**src/rtl/fetch_queue_stage.sv**
```systemverilog
// Instruction fetch front end: one outstanding imem read, results queued with PC+4 for decode.
// Latency: zero-wait memory gives id_valid one cycle after the request; decode backpressure stalls fetch when the queue is full.

module fq_fifo #(
  parameter int W     = 64,
  parameter int DEPTH = 2
) (
  input  logic                     clk,
  input  logic                     reset,
  input  logic                     i_clr,
  input  logic                     i_push_vld,
  input  logic [W-1:0]             i_push_dat,
  input  logic                     i_pop,
  output logic [W-1:0]             o_head_dat,
  output logic [$clog2(DEPTH):0]   o_count
);
  localparam int AW = $clog2(DEPTH);
  localparam int CW = AW + 1;

  logic [W-1:0]  r_mem [DEPTH];
  logic [AW-1:0] r_wptr;
  logic [AW-1:0] r_rptr;
  logic [CW-1:0] r_count;

  always_ff @(posedge clk) begin
    if (i_push_vld && !reset && !i_clr) begin
      r_mem[r_wptr] <= i_push_dat;
    end
  end

  // Pointers wrap naturally because DEPTH is a power of two.
  always_ff @(posedge clk) begin
    if (reset || i_clr) begin
      r_wptr  <= '0;
      r_rptr  <= '0;
      r_count <= '0;
    end else begin
      if (i_push_vld) r_wptr <= r_wptr + AW'(1);
      if (i_pop)      r_rptr <= r_rptr + AW'(1);
      case ({i_push_vld, i_pop})
        2'b10:   r_count <= r_count + CW'(1);
        2'b01:   r_count <= r_count - CW'(1);
        default: r_count <= r_count;
      endcase
    end
  end

  assign o_head_dat = r_mem[r_rptr];
  assign o_count    = r_count;
endmodule

module fetch_queue_stage #(
  parameter logic [31:0] ENTRY = 32'h0000_0080,
  parameter int          DEPTH = 2
) (
  input  logic        clk,
  input  logic        reset,
  output logic        imem_req,
  output logic [31:0] imem_addr,
  input  logic        imem_ack,
  input  logic [31:0] imem_rdata,
  input  logic        redirect,
  input  logic [31:0] redirect_pc,
  input  logic        INT,
  input  logic [31:0] entryPoint,
  output logic        id_valid,
  input  logic        id_ready,
  output logic [31:0] id_ins,
  output logic [31:0] id_pcp4
);
  localparam int          CW       = $clog2(DEPTH) + 1;
  localparam logic [CW-1:0] FULL_CNT = CW'(DEPTH);
  localparam logic [31:0] ENTRY_PC = ENTRY & ~32'h3;

  typedef enum logic [1:0] {
    S_IDLE  = 2'd0,
    S_WAIT  = 2'd1,
    S_DRAIN = 2'd2
  } state_t;

  typedef struct packed {
    logic [31:0] ins;
    logic [31:0] pcp4;
  } fq_entry_t;

  state_t      r_state;
  state_t      w_state_nxt;
  logic [31:0] r_pc;
  logic [31:0] w_pc_nxt;
  logic [31:0] r_drain_addr;
  logic [31:0] w_drain_nxt;

  logic          w_req;
  logic          w_hs;
  logic          w_flush;
  logic [31:0]   w_target;
  logic [31:0]   w_pc_plus4;
  logic          w_push;
  logic          w_pop;
  logic [CW-1:0] w_count;
  fq_entry_t     w_head;
  fq_entry_t     w_push_dat;

  assign w_flush    = INT | redirect;
  assign w_target   = (INT ? entryPoint : redirect_pc) & ~32'h3;
  assign w_pc_plus4 = r_pc + 32'd4;

  // A raised request is never withdrawn; only a fresh one waits for queue room.
  always_comb begin
    w_req = 1'b0;
    case (r_state)
      S_IDLE:          w_req = (w_count < FULL_CNT);
      S_WAIT, S_DRAIN: w_req = 1'b1;
      default:         w_req = 1'b0;
    endcase
    if (reset) w_req = 1'b0;
  end

  assign w_hs      = w_req & imem_ack;
  assign imem_req  = w_req;
  assign imem_addr = (r_state == S_DRAIN) ? r_drain_addr : r_pc;

  always_comb begin
    w_state_nxt = r_state;
    w_pc_nxt    = r_pc;
    w_drain_nxt = r_drain_addr;
    if (w_flush) begin
      w_pc_nxt = w_target;
      if (w_req && !imem_ack) begin
        w_state_nxt = S_DRAIN;
        w_drain_nxt = imem_addr;
      end else begin
        w_state_nxt = S_IDLE;
      end
    end else begin
      case (r_state)
        S_IDLE: begin
          if (w_req) begin
            if (imem_ack) w_pc_nxt    = w_pc_plus4;
            else          w_state_nxt = S_WAIT;
          end
        end
        S_WAIT: begin
          if (imem_ack) begin
            w_pc_nxt    = w_pc_plus4;
            w_state_nxt = S_IDLE;
          end
        end
        S_DRAIN: begin
          if (imem_ack) w_state_nxt = S_IDLE;
        end
        default: w_state_nxt = S_IDLE;
      endcase
    end
  end

  always_ff @(posedge clk) begin
    if (reset) begin
      r_state      <= S_IDLE;
      r_pc         <= ENTRY_PC;
      r_drain_addr <= '0;
    end else begin
      r_state      <= w_state_nxt;
      r_pc         <= w_pc_nxt;
      r_drain_addr <= w_drain_nxt;
    end
  end

  // Drained data belongs to a squashed path and is dropped.
  assign w_push          = w_hs & (r_state != S_DRAIN) & ~w_flush;
  assign w_pop           = id_valid & id_ready & ~w_flush;
  assign w_push_dat.ins  = imem_rdata;
  assign w_push_dat.pcp4 = w_pc_plus4;

  fq_fifo #(
    .W     ($bits(fq_entry_t)),
    .DEPTH (DEPTH)
  ) u_fifo (
    .clk        (clk),
    .reset      (reset),
    .i_clr      (w_flush),
    .i_push_vld (w_push),
    .i_push_dat (w_push_dat),
    .i_pop      (w_pop),
    .o_head_dat (w_head),
    .o_count    (w_count)
  );

  assign id_valid = (w_count != '0);
  assign id_ins   = id_valid ? w_head.ins  : '0;
  assign id_pcp4  = id_valid ? w_head.pcp4 : '0;
endmodule

```
**config.mk**
```make
export PLATFORM = sky130hd
export DESIGN_NAME = fetch_queue_stage
export DESIGN_NICKNAME = d
export VERILOG_FILES = /design/src/rtl/fetch_queue_stage.sv
export SDC_FILE = /design/constraint.sdc
export NUM_CORES = 1
export LEC_CHECK = 0
export CAP_MARGIN = 20
export CORE_MARGIN = 5
export CORE_UTILIZATION = 56
export DETAILED_ROUTE_END_ITERATION = 8
export PLACE_DENSITY = 0.84
export SYNTH_ARGS = -nofsm -noshare
export SYNTH_HDL_FRONTEND = slang
export SYNTH_HIERARCHICAL = 1
export SYNTH_SLANG_ARGS = --single-unit
export TNS_END_PERCENT = 20
```
**constraint.sdc**
```tcl
create_clock -name clk -period 16.31 [get_ports clk]
set_clock_uncertainty 0.05 [all_clocks]
set_input_delay 2.4465 -clock clk [delete_from_list [all_inputs] [get_ports clk]]
set_output_delay 2.4465 -clock clk [all_outputs]
set_load 0.005 [all_outputs]
```
Word level (Yosys, flattened, before mapping)
Memories as Yosys holds them, arrays and structs flattened. A register that Yosys moved wholly into a read port is not among the register bits.
Cells that the tools add are included.
{ "totals": {"output_inout_bits": 98, "elab_cells": 69, "ff_bits": 70, "inputBits": 102, "ram_bits": 128, "memories": 1} }
{ "classes": {"n_bitwise": 7, "muxes": 21, "n_reduce_logical": 18, "n_addsub": 5, "order_cmp": 1, "eq_ne": 9} }
{ "memory_table": {"columns": ["name", "words", "word_bits", "rd", "rd_clocked_by_memory_dff", "wr", "line", "source"], "rows": [
  ["u_fifo.r_mem", 2, 64, 1, 1, 1, "20", "logic [W-1:0] r_mem [DEPTH];"]
]} }
{ "ops": {"columns": ["op", "count"], "rows": [
  ["two-way mux 32 bit", 7],
  ["case mux 32 bit (2 select lines)", 1],
  ["adder 32 x 3 -> 32 bit (second input constant)", 1],
  ["two-way mux 2 bit", 5],
  ["case mux 2 bit (2 select lines)", 2],
  ["!= test 3 x 2 -> 1 bit (second input constant)", 2],
  ["AND reduction 2 bit", 3],
  ["nonzero test 2 bit", 3],
  ["bitwise AND 1 bit", 5],
  ["two-way mux 1 bit", 5],
  ["equality test 2 x 1 -> 1 bit (second input constant)", 2],
  ["equality test 2 bit (second input constant)", 2],
  ["!= test 2 bit (second input constant)", 2],
  ["OR reduction 2 bit", 2],
  ["logical AND 1 bit", 3],
  ["logical NOT 1 bit", 3],
  ["!= test 3 x 1 -> 1 bit (second input constant)", 1],
  ["AND reduction 3 bit", 1],
  ["nonzero test 3 bit", 1],
  ["adder 1 bit (second input constant)", 2],
  ["adder 2 x 1 -> 2 bit (second input constant)", 1],
  ["logical NOT 2 bit", 1],
  ["< comparator 2 bit (second input constant)", 1],
  ["case mux 1 bit (2 select lines)", 1],
  ["4 further kinds", 4]
]} }

Depth between registers and ports, before layout
{ "depth": {"word_depth": 11, "depth_mapped": 10, "mapped_depth_nobuf": 10} }

Cells and area by module
Netlist, hierarchy kept.
{ "by_module_without_submodules": {"columns": ["module", "area_each_um2", "cells_each", "instances", "seq_area_each_um2"], "rows": [
  ["fq_fifo", 4845.9, 220, 1, 3943.8],
  ["fetch_queue_stage", 4653.2, 618, 1, 1281.2]
]} }

Worst setup path before layout
No wires, ideal clock.
{ "synth_path": {"kind": "input to register", "startpoint": "input port redirect", "endpoint": "memory u_fifo.r_mem[0][0] (enable)", "t_arrival_ns": 9.637, "setup_time_ns": 0.645, "stages": 6, "required_time_ns": 15.615, "slack_ns": 5.978, "n_path_buf": 1, "path_cell_list": "nor2_1 inv_1 buf_1 nor4_1 inv_1 nor4_1"} }
{ "synth_between": {"elab_chain_len": 7, "word_cells_on_any_way": 8, "classes_between": "mux (2); bitwise (3); reduce/logical (3)"} }
{ "synth_lines": {"columns": ["item", "line", "source"], "rows": [
  ["start: declaration", "62", "input logic redirect,"],
  ["OR 1 bit", "104", "assign w_flush = INT | redirect;"],
  ["named net w_flush", "95", "logic w_flush;"],
  ["inverter 1 bit", "170", "assign w_push = w_hs & (r_state != S_DRAIN) & ~w_flush;"],
  ["bitwise AND 1 bit", "170", null],
  ["named net w_push", "98", "logic w_push;"],
  ["logical AND 1 bit (2 in a row)", "26", "if (i_push_vld && !reset && !i_clr) begin"],
  ["two-way mux 1 bit", "26", null],
  ["two-way mux 1 bit (implied by the code)", "27", "r_mem[r_wptr] <= i_push_dat;"],
  ["end: declaration", "20", null]
]} }
The timed path passes the listed nets, and every way through them passes these cells.

Worst setup path after layout
{ "layout_path": {"startpoint": "input port reset", "endpoint": "output port imem_req"} }
{ "layout_between": {"elab_chain_len": 1} }
{ "layout_lines": {"columns": ["item", "line", "source"], "rows": [
  ["start: declaration", "57", "input logic reset,"],
  ["two-way mux 1 bit", "116", "if (reset) w_req = 1'b0;"],
  ["end: declaration", "58", "output logic imem_req,"]
]} }
Every way passes these cells.

==> key figures <==
Run status
  • Outcome: completed

Routing
  • Via count: 7,112
  • Final antenna-violating net count: 0
  • # DRC: 0
  • Via density: 5.75
  • First-pass DRT Iterations: 5
  • Drt first-iter violations: 657
  • Routed WL per cell: 18.8 microns
  • Routed WL: 23.3 mm

STA
  • Fin. Hold Viols: 0
  • Setup TNS: 0 ns
  • Final setup viols: 0
  • Fin worst setup slack: 9.85 ns
  • Slew Limit Fails: 0
  • Achievable Freq: 0.155 GHz
  • Fin Hold WS: 0.411 ns
  • Crit share post-route: 39.6%
  • Worst-Margin Slew: 1.04 ns
  • RSZ-0062 raised after global routing: no
  • Relative slew slack: 30.1%
  • Tmin final: 6.46 ns

Critical path
  • CP required: 13.81 ns
  • CP arrival: 3.96 ns
  • Critical path class: input pin to primary output
  • CP max stage cell: buf_4
  • Worst path depth: 6
  • Crit path max fanout: 69
  • Worst-path cell chain: buf_2 -> buf_4 -> nor2_1 -> o21ai_0 -> inv_1 -> clkdlybuf4s50_1
  • Buf+Inv Stages, Crit Path: 4
  • Crit start category: input pin
  • Critical Path End Type: primary output
  • Worst R2R End: u_fifo/r_mem[0][55]$_DFFE_PP_
  • Crit. Startpoint: reset
  • Crit-path leading delay family: buffers and inverters
  • Reg-to-reg slack, setup: 13.08 ns
  • End of the critical path: imem_req
  • Reg2Reg Depth: 8
  • Worst R2R Start: r_state[0]$_SDFFE_PP0P_
  • CP max stage delay: 0.60 ns

Power
  • P_int: 0.000804 W
  • LEAKAGE: 4.11 nW
  • P_sw: 0.000264 W
  • Total power: 0.00107 W
  • VDD IR max: 0.0000698 V
  • Clock power frac: 36.5%
  • Net Sw Frac: 24.7%
  • Combinational fraction of design power: 11.1%
  • Reg power frac: 52.4%
  • PD cells: 88.5 nW/um^2

CTS
  • Buffer depth of the longest clock path: 2
  • CTS tree: yes
  • Postcts setup bufs: 0
  • Clk Tree Root Cell: clkbuf_16
  • CTS resizes: 0
  • # hold bufs at CTS: 0
  • Clock sinks: 197
  • CTS clk-pin slew, worst paths: 0.07 ns
  • Clock Latency Late Sink: 0.44 ns
  • TritonCTS Buffers: 17
  • Max H-tree Level: 4

Logic synthesis
  • Distinct cells, synth: 61
  • Avg Inst Size Synth: 11.3 sq um
  • Cells after Synth: 838
  • Post-synth EDFFs: 128
  • Primary FF master, synth: edfxtp_1
  • Asr flop ratio synth: 0%
  • Yosys warns: 6
  • #FFs+latches synth: 197
  • Post-synthesis sequential area ratio: 55.0%
  • Synth Cell Area: 9500 sq um

Global routing
  • Gr ovfl total: 0
  • Initial antenna violation count: 0
  • Global Route Usage Sum: 23.1%
  • First-pass GRT wire length: 36.2 mm
  • Largest net degree at the start of global routing: 70
  • Vias in the first global route: 6,813

Floorplanning
  • FP Rows: 47
  • Io pins: 200
  • Die X: 140 microns
  • Core Region: 16,600 sq um
  • Die area: 19,700 sq um
  • Die Y: 140 microns
  • Starting Density: 57.1%

Layout
  • Fraction of layout cells with a size suffix above 1: 15.1%
  • Layout Nets: 1,112
  • ANT cells: 0
  • Final instance area: 12,100 sq um
  • Area growth, synth to finish: 27.0%

Min path
  • Hold crit path type: register to register

Place
  • Post-place setup slack: 9.85 ns
  • Placed cell area: 11,500 sq um
  • # port buffers: 195
  • Detailed Place HPWL: 15.6 mm
  • Routability Congestion: 0.866

Flow run
  • Max_cap viols: 0
==> power groups by stage <==
stage	sequential (W)	clock (W)	combinational, W
global route	0.000560	0.000418	0.000128
detailed placement	0.000569	0	0.000117
finish	0.000559	0.000390	0.000119
global placement	0.000568	0	0.000115
floorplan	0.000562	0	0.0000644
CTS	0.000558	0.000395	0.000118
==> sequential cells by signal (all words and copies together), names as in the netlist, named ones only <==
name	count
u_fifo/r_wptr	1
r_drain_addr	32
u_fifo/r_mem	128
r_pc	30
u_fifo/r_rptr	1
u_fifo/o_count	2
r_state	2
==> stage by stage <==
stage,std cells,utilization [%]
finish,1237,72.5
global route,1237,72.5
CTS,1237,72.5
detailed placement,1205,69.2
global placement,1205,69.2
floorplan,841,-
==> worst register-to-register path, stage by stage (launching register included) <==
cell	delay, ns
dfxtp_1	0.33
inv_1	0.10
ha_1	0.27
nor2b_1	0.21
o21ai_0	0.15
nor4_1	0.48
inv_1	0.18
nor4_2	0.32
buf_4	0.72
==> per-layer routing <==
metal  vias up  routed length [microns]  global-route usage [%]
li1       3367                        -                       -
met1      3355                    10300                    33.0
met2       350                    10700                    35.5
met3        40                     1900                    5.39
met4         0                      428                    6.78
met5         -                        0                       0
==> how the worst min path moves through the flow <==
stage	end	slack (ns)	start	depth (start not counted)
2_1_floorplan	r_drain_addr[0]$_SDFFE_PP0P_	0.37	r_drain_addr[0]$_SDFFE_PP0P_	1
3_3_place_gp	r_drain_addr[0]$_SDFFE_PP0P_	0.39	r_drain_addr[0]$_SDFFE_PP0P_	1
3_5_place_dp	r_drain_addr[1]$_SDFFE_PP0P_	0.39	r_drain_addr[1]$_SDFFE_PP0P_	1
4_1_cts	r_drain_addr[1]$_SDFFE_PP0P_	0.41	r_drain_addr[1]$_SDFFE_PP0P_	1
5_1_grt	r_drain_addr[0]$_SDFFE_PP0P_	0.44	r_drain_addr[0]$_SDFFE_PP0P_	1
6_report	r_drain_addr[1]$_SDFFE_PP0P_	0.41	r_drain_addr[1]$_SDFFE_PP0P_	1
==> synth_stat cells (all sizes together) (2+ instances only) <==
master   instances  area share (%)
ha               6            0.79
and4             2            0.18
and2            71             4.7
a22oi            3            0.24
o211ai           6            0.47
xnor2           26             2.4
a221oi           6            0.62
clkbuf          37             1.5
mux2i            4            0.42
and3             8            0.53
buf             24             1.8
xor2            12             1.1
o221ai           4            0.37
or3              4            0.26
nor2            71             2.8
inv             15            0.59
o31ai            4            0.46
nor4             7            0.91
a21oi           22             1.2
a211oi          13             1.1
o21ai           26             1.4
nand4            9            0.75
a2111oi          2            0.18
mux2            89              11
o22ai            8            0.53
nand3           17             1.2
edfxtp         128              40
nor3            84             4.6
nand2           39             1.5
nor2b            3            0.20
dfxtp           69              15
o21a             3            0.24
o311ai           2            0.18
==> cell usage in the layout (no fill, tap or decap), types with 7 or more instances in the layout <==
cell / instances
clkdlybuf4s50_1: 194
nor3_1: 81
and2_1: 71
clkinv_4: 7
inv_1: 15
and3_1: 7
o22ai_1: 8
buf_4: 10
a21oi_1: 22
edfxtp_1: 128
dfxtp_1: 68
nand4_1: 8
a211oi_1: 12
nand2_1: 39
xnor2_1: 26
clkbuf_16: 17
xor2_1: 12
o21ai_0: 20
nand3_1: 13
nor2_1: 69
mux2_2: 89
==> logic make-up (layout without fill, tap and decap cells) <==
family	Yosys count	after routing	synth area share (%)
AND/OR/NAND/NOR	317	317	17.9
flip-flops	197	197	55.0
AO/OA/AOI/OAI	109	109	7.88
multiplexers	93	93	11.0
buffers and inverters	77	253	3.94
XOR/XNOR	38	38	3.50
adder cells (fa/ha/maj)	6	6	0.790
other	1	4	0.0395
==> layout make-up <==
| cell class | count | area (sq um) |
|---|---|---|
| Multi-Input combinational cell | 567 | 3930 |
| Sequential cell | 197 | 5230 |
| Clock inverter | 15 | 125 |
| Clock buffer | 17 | 425 |
| Fill cell | 1229 | 4580 |
| Timing Repair Buffer | 205 | 2020 |
| Inverter | 16 | 60.1 |
| Tap cell | 220 | 275 |
Power figures use the tool's default switching activity.
==> patch 1 (same settings) <==
The parameter `ENTRY` goes from 32'h0000_0080 to 32'h00000060.
--- a/src/rtl/fetch_queue_stage.sv
+++ b/src/rtl/fetch_queue_stage.sv
@@ -52,3 +52,3 @@
 module fetch_queue_stage #(
-  parameter logic [31:0] ENTRY = 32'h0000_0080,
+  parameter logic [31:0] ENTRY = 32'h00000060,
   parameter int          DEPTH = 2
Behaviour: not the same (a bounded check fails within 4 cycles, from zero or initial values and one cycle with reset high).
==> patch 1 against the original RTL <==
Routed wire length down 3.0%; combinational power shrank 5%; critical endpoint unchanged; sequential cell count unchanged; total power grew 1.7%; worst setup slack got worse by 39 ps; design area shrank 0.27%; critical path depth did not move; sequential share of layout area grew 0.12 points; area after synthesis down 0.94%.
==> patch 1: results (changes against the original RTL) <==
[metrics] outcome: finished, final reports clean
[metrics] number of DRC violations after detailed-routing iteration 0: 642 (-2.3%)
[metrics] R2R setup slack: 13220 ps (+140 ps)
[metrics] area added between synthesis and finish: 27.8%
[metrics] clock-cell share of area: 4.79% (+0.23 points)
[metrics] routed wire length per instance: 18.5 um (-1.7%)
[metrics] global-route wire length before repair: 35700 um (-1.3%)
[metrics] sequential area share after synthesis: 55.5% (+0.52 points)
[metrics] Overall Global Routing Usage: 22.7% (-0.39 points)
[metrics] clkbuf count: 18 (+1)
[metrics] cell area after placement: 0.0115 mm^2 (-0.51%)
[metrics] pin count of the biggest net entering global routing: 67 (-4.3%)
[metrics] total number of nets in the final design: 1095 (-1.5%)
[metrics] count of unique library cells instantiated by Yosys: 66 (+8.2%)
[metrics] Setup WS pre-CTS: 9790 ps (-65.5 ps)
[metrics] Hold Worst Slack: 408 ps (-3.03 ps)
[metrics] final cell count without fillers: 1220 (-1.4%)
[metrics] peak supply drop: 0.0742 mV (+6.3%)
[metrics] area inside the core boundary: 0.0165 mm^2 (-0.71%)
[metrics] leakage dissipation: 4.13 nW (+0.51%)
[metrics] multi-input gate count: 551 (-2.8%)
[metrics] cells taking the most area after synthesis: sky130_fd_sc_hd__edfxtp_1 (41%), sky130_fd_sc_hd__dfxtp_1 (15%), sky130_fd_sc_hd__mux2_2 (11%), sky130_fd_sc_hd__and2_1 (4.7%), sky130_fd_sc_hd__nor3_1 (4.1%)
[metrics] synth cell count leaders: sky130_fd_sc_hd__edfxtp_1 (128), sky130_fd_sc_hd__mux2_2 (90), sky130_fd_sc_hd__nor3_1 (77)
[metrics] Non-clock buffers, area share: 16.8% (+0.045 points)
[metrics] largest fanout on the critical path: 64 (-7.2%)
[metrics] share of cells above drive strength 1: 15.0% (-0.14 points)
[metrics] count of inverters not on the clock network in the layout: 15 (-1)
[metrics] relative max-transition margin: 30.9% (+0.73 points)
[metrics] yosys warns: 6 (unchanged)
[metrics] endpoint of the worst register-to-register path: u_fifo/r_mem[0][60]
[metrics] multi-input gate area in the final layout: 0.00387 mm^2 (-1.4%)
[metrics] average instance area after synthesis: 11.5 um^2 (+1.2%)
[metrics] Filler cells: 1169 (-4.9%)
[metrics] crit-path max cell delay: 560 ps (-40 ps)
[metrics] vias in the first global route: 6675 (-2.0%)
[metrics] data arrival time of the critical path: 4000 ps (+40 ps)
==> patch 1: changes by cell type after synthesis, moves of 5 or more <==
| cell | delta |
|---|---|
| sky130_fd_sc_hd__o21ai_1 | -6 |
| sky130_fd_sc_hd__xor2_1 | +6 |
| sky130_fd_sc_hd__o22ai_1 | +11 |
| sky130_fd_sc_hd__nand2_1 | -6 |
| sky130_fd_sc_hd__nor2_1 | -10 |
| sky130_fd_sc_hd__nor4_1 | +5 |
==> patch 1: worst max path at each step <==
stage / depth (start not counted) / startpoint / slack (ps) / end
after global placement: 6 / reset / 9800 / imem_req
after floorplan: 7 / redirect / 5770 / u_fifo/r_mem[0][0]
after CTS: 6 / reset / 9800 / imem_req
final: 6 / reset / 9810 / imem_req
after global routing: 6 / reset / 9660 / imem_req
after detailed placement: 6 / reset / 9790 / imem_req
==> patch 1: logic make-up (layout without fill, tap and decap cells) <==
group           count (synthesis)  in the layout  share of synthesized area [%]
simple gates                  301            301                           17.6
xor+xnor                       41             41                           3.82
flops                         197            197                           55.5
other cells                     1              4                         0.0399
buf+inv                        75            252                           3.62
compound gates                107            107                           7.67
fa+ha+maj                       6              6                          0.798
mux                            92             92                           11.0
==> patch 1: routing by layer <==
layer  vias to the layer above  global-route usage (%)  share of wire [%]
met5                         -                       0                  0
met4                         0                    6.83                1.9
met3                        32                    4.94                8.2
met2                       311                    35.3                 46
met1                      3245                    32.3                 44
li1                       3326                       -                  -
==> patch 1: where the power goes <==
group / switching (mW) / internal (mW) / leakage [nW]
clock: 0.185 / 0.228 / 0.281
sequential: 0.0158 / 0.544 / 1.73
combinational: 0.0527 / 0.0600 / 2.12
==> patch 2 (same settings) <==
Without the edit above. Reset style: asynchronous (`reset`), changed in one clocked block.
--- a/src/rtl/fetch_queue_stage.sv
+++ b/src/rtl/fetch_queue_stage.sv
@@ -156,3 +156,3 @@
 
-  always_ff @(posedge clk) begin
+  always_ff @(posedge clk or posedge reset) begin
     if (reset) begin
Behaviour: differs if reset is asserted again (counterexample within 4 cycles, from zero or initial values and one cycle with reset high); with reset held inactive, the same outputs for 4 cycles.
==> patch 2 against the original RTL <==
Sequential cell count unchanged; design area increased by 0.84%; count of clock-buffer cells in the layout is 6 higher; non-clock buffer count up 1; first-iteration DRC count fell by 14%; core utilization is 0.87 points higher; worst setup slack got worse by 41 ps; total power up 11%; routed wire length fell by 8.2%; die area down 0.61%; area after synthesis fell by 0.66%; critical path type unchanged; largest cell class unchanged; largest power group unchanged.
==> patch 2: results (changes against the original RTL) <==
[metrics] outcome: finished, final reports clean
[metrics] data arrival time of the critical path: 4000 ps (+40 ps)
[metrics] startpoint of the tightest hold check path: r_drain_addr[0]
[metrics] leakage dissipation: 4.29 nW (+4.5%)
[metrics] number of cell instances on the worst register-to-register path: 7 (-1)
[metrics] Filler cells: 1155 (-6.0%)
[metrics] GR met2 Demand/Resource: 34.0% (-1.4 points)
[metrics] Worst Max-Slew Pin Slew: 950 ps (-94.2 ps)
[metrics] global routing met1 resource utilization: 30.4% (-2.7 points)
[metrics] ratio of routed vias to standard cells: 5.65 (-1.7%)
[metrics] slowest CP cell: sky130_fd_sc_hd__clkdlybuf4s50_1
[metrics] largest fanout on the critical path: 10 (-86%)
[metrics] endpoint of the worst register-to-register path: u_fifo/r_mem[0][36]
[metrics] sequential area share after synthesis: 58.8% (+3.8 points)
[metrics] DP Wirelength: 14400 um (-7.9%)
[metrics] share of flip-flops with an asynchronous set or reset: 32.5% (+32 points)
[metrics] vias in the first global route: 6258 (-8.1%)
[metrics] total number of nets in the final design: 1019 (-8.4%)
[metrics] synth cell count leaders: sky130_fd_sc_hd__edfxtp_1 (128), sky130_fd_sc_hd__mux2_2 (119), sky130_fd_sc_hd__and2_1 (70)
[metrics] crit-path max cell delay: 620 ps (+20 ps)
[metrics] global-route wire length before repair: 33500 um (-7.2%)
[metrics] pin count of the biggest net entering global routing: 67 (-4.3%)
[metrics] count of unique library cells instantiated by Yosys: 59 (-3.3%)
[metrics] Overall Global Routing Usage: 21.7% (-1.4 points)
[metrics] met3 Use GR: 4.97% (-0.41 points)
[metrics] peak supply drop: 0.0837 mV (+20%)
==> patch 2: worst max-delay path, delay by kind of cell <==
kind / cells / cell delay (ps)
buf+inv: 3 / 1250
simple gates: 1 / 160
compound gates: 1 / 140
==> patch 2: where the power goes <==
part	total, mW	switching, mW	internal (mW)
combinational	0.166	0.0692	0.0972
clock	0.417	0.183	0.234
sequential	0.599	0.0276	0.571
total	1.18	0.280	0.903
==> patch 2: worst max-delay path by stage <==
stage	start	to	slack (ps)
floorplan	INT	u_fifo/r_mem[0][0]	5590
global placement	reset	imem_req	9810
detailed placement	reset	imem_req	9820
CTS	reset	imem_req	9810
global route	reset	imem_req	9680
finish	reset	imem_req	9810
==> patch 2: per-layer routing <==
| layer | routed length [um] | vias to the layer above |
|---|---|---|
| met5 | 0 | - |
| met4 | 375 | 0 |
| met3 | 1630 | 37 |
| met2 | 9850 | 312 |
| li1 | - | 3020 |
| met1 | 9500 | 3098 |
==> patch 2: final cells by class <==
type / count / area [um^2] / area share, %
sequential: 197 / 5550 / 45.6
multi-input combinational: 474 / 3640 / 29.9
timing repair buffer: 206 / 2050 / 16.8
clock buffer: 23 / 532 / 4.37
tap: 220 / 275 / 2.26
clock inverter: 9 / 70.1 / 0.576
inverter: 15 / 56.3 / 0.463
==> patch 2: stage by stage <==
| step | hold WS (ps) | total power [mW] | cells | setup slack (ps) | cell area [um^2] |
|---|---|---|---|---|---|
| 4_1_cts | 435 | 1.19 | 1143 | 9810 | 12100 |
| 5_1_grt | 464 | 1.23 | 1144 | 9680 | 12200 |
| 3_3_place_gp | 411 | 0.768 | 1111 | 9810 | 11500 |
| 2_1_floorplan | 400 | 0.691 | 728 | 5590 | 9450 |
| 3_5_place_dp | 418 | 0.773 | 1111 | 9820 | 11500 |
| 6_report | 432 | 1.18 | 1144 | 9810 | 12200 |
==> patch 2: cell families after synthesis <==
kind of cell | share of synthesized area [%]
fa+ha+maj | 0.796
buf+inv | 2.89
compound gates | 7.00
mux | 14.5
simple gates | 11.7
other cells | 0.0397
xor+xnor | 4.27
flops | 58.8
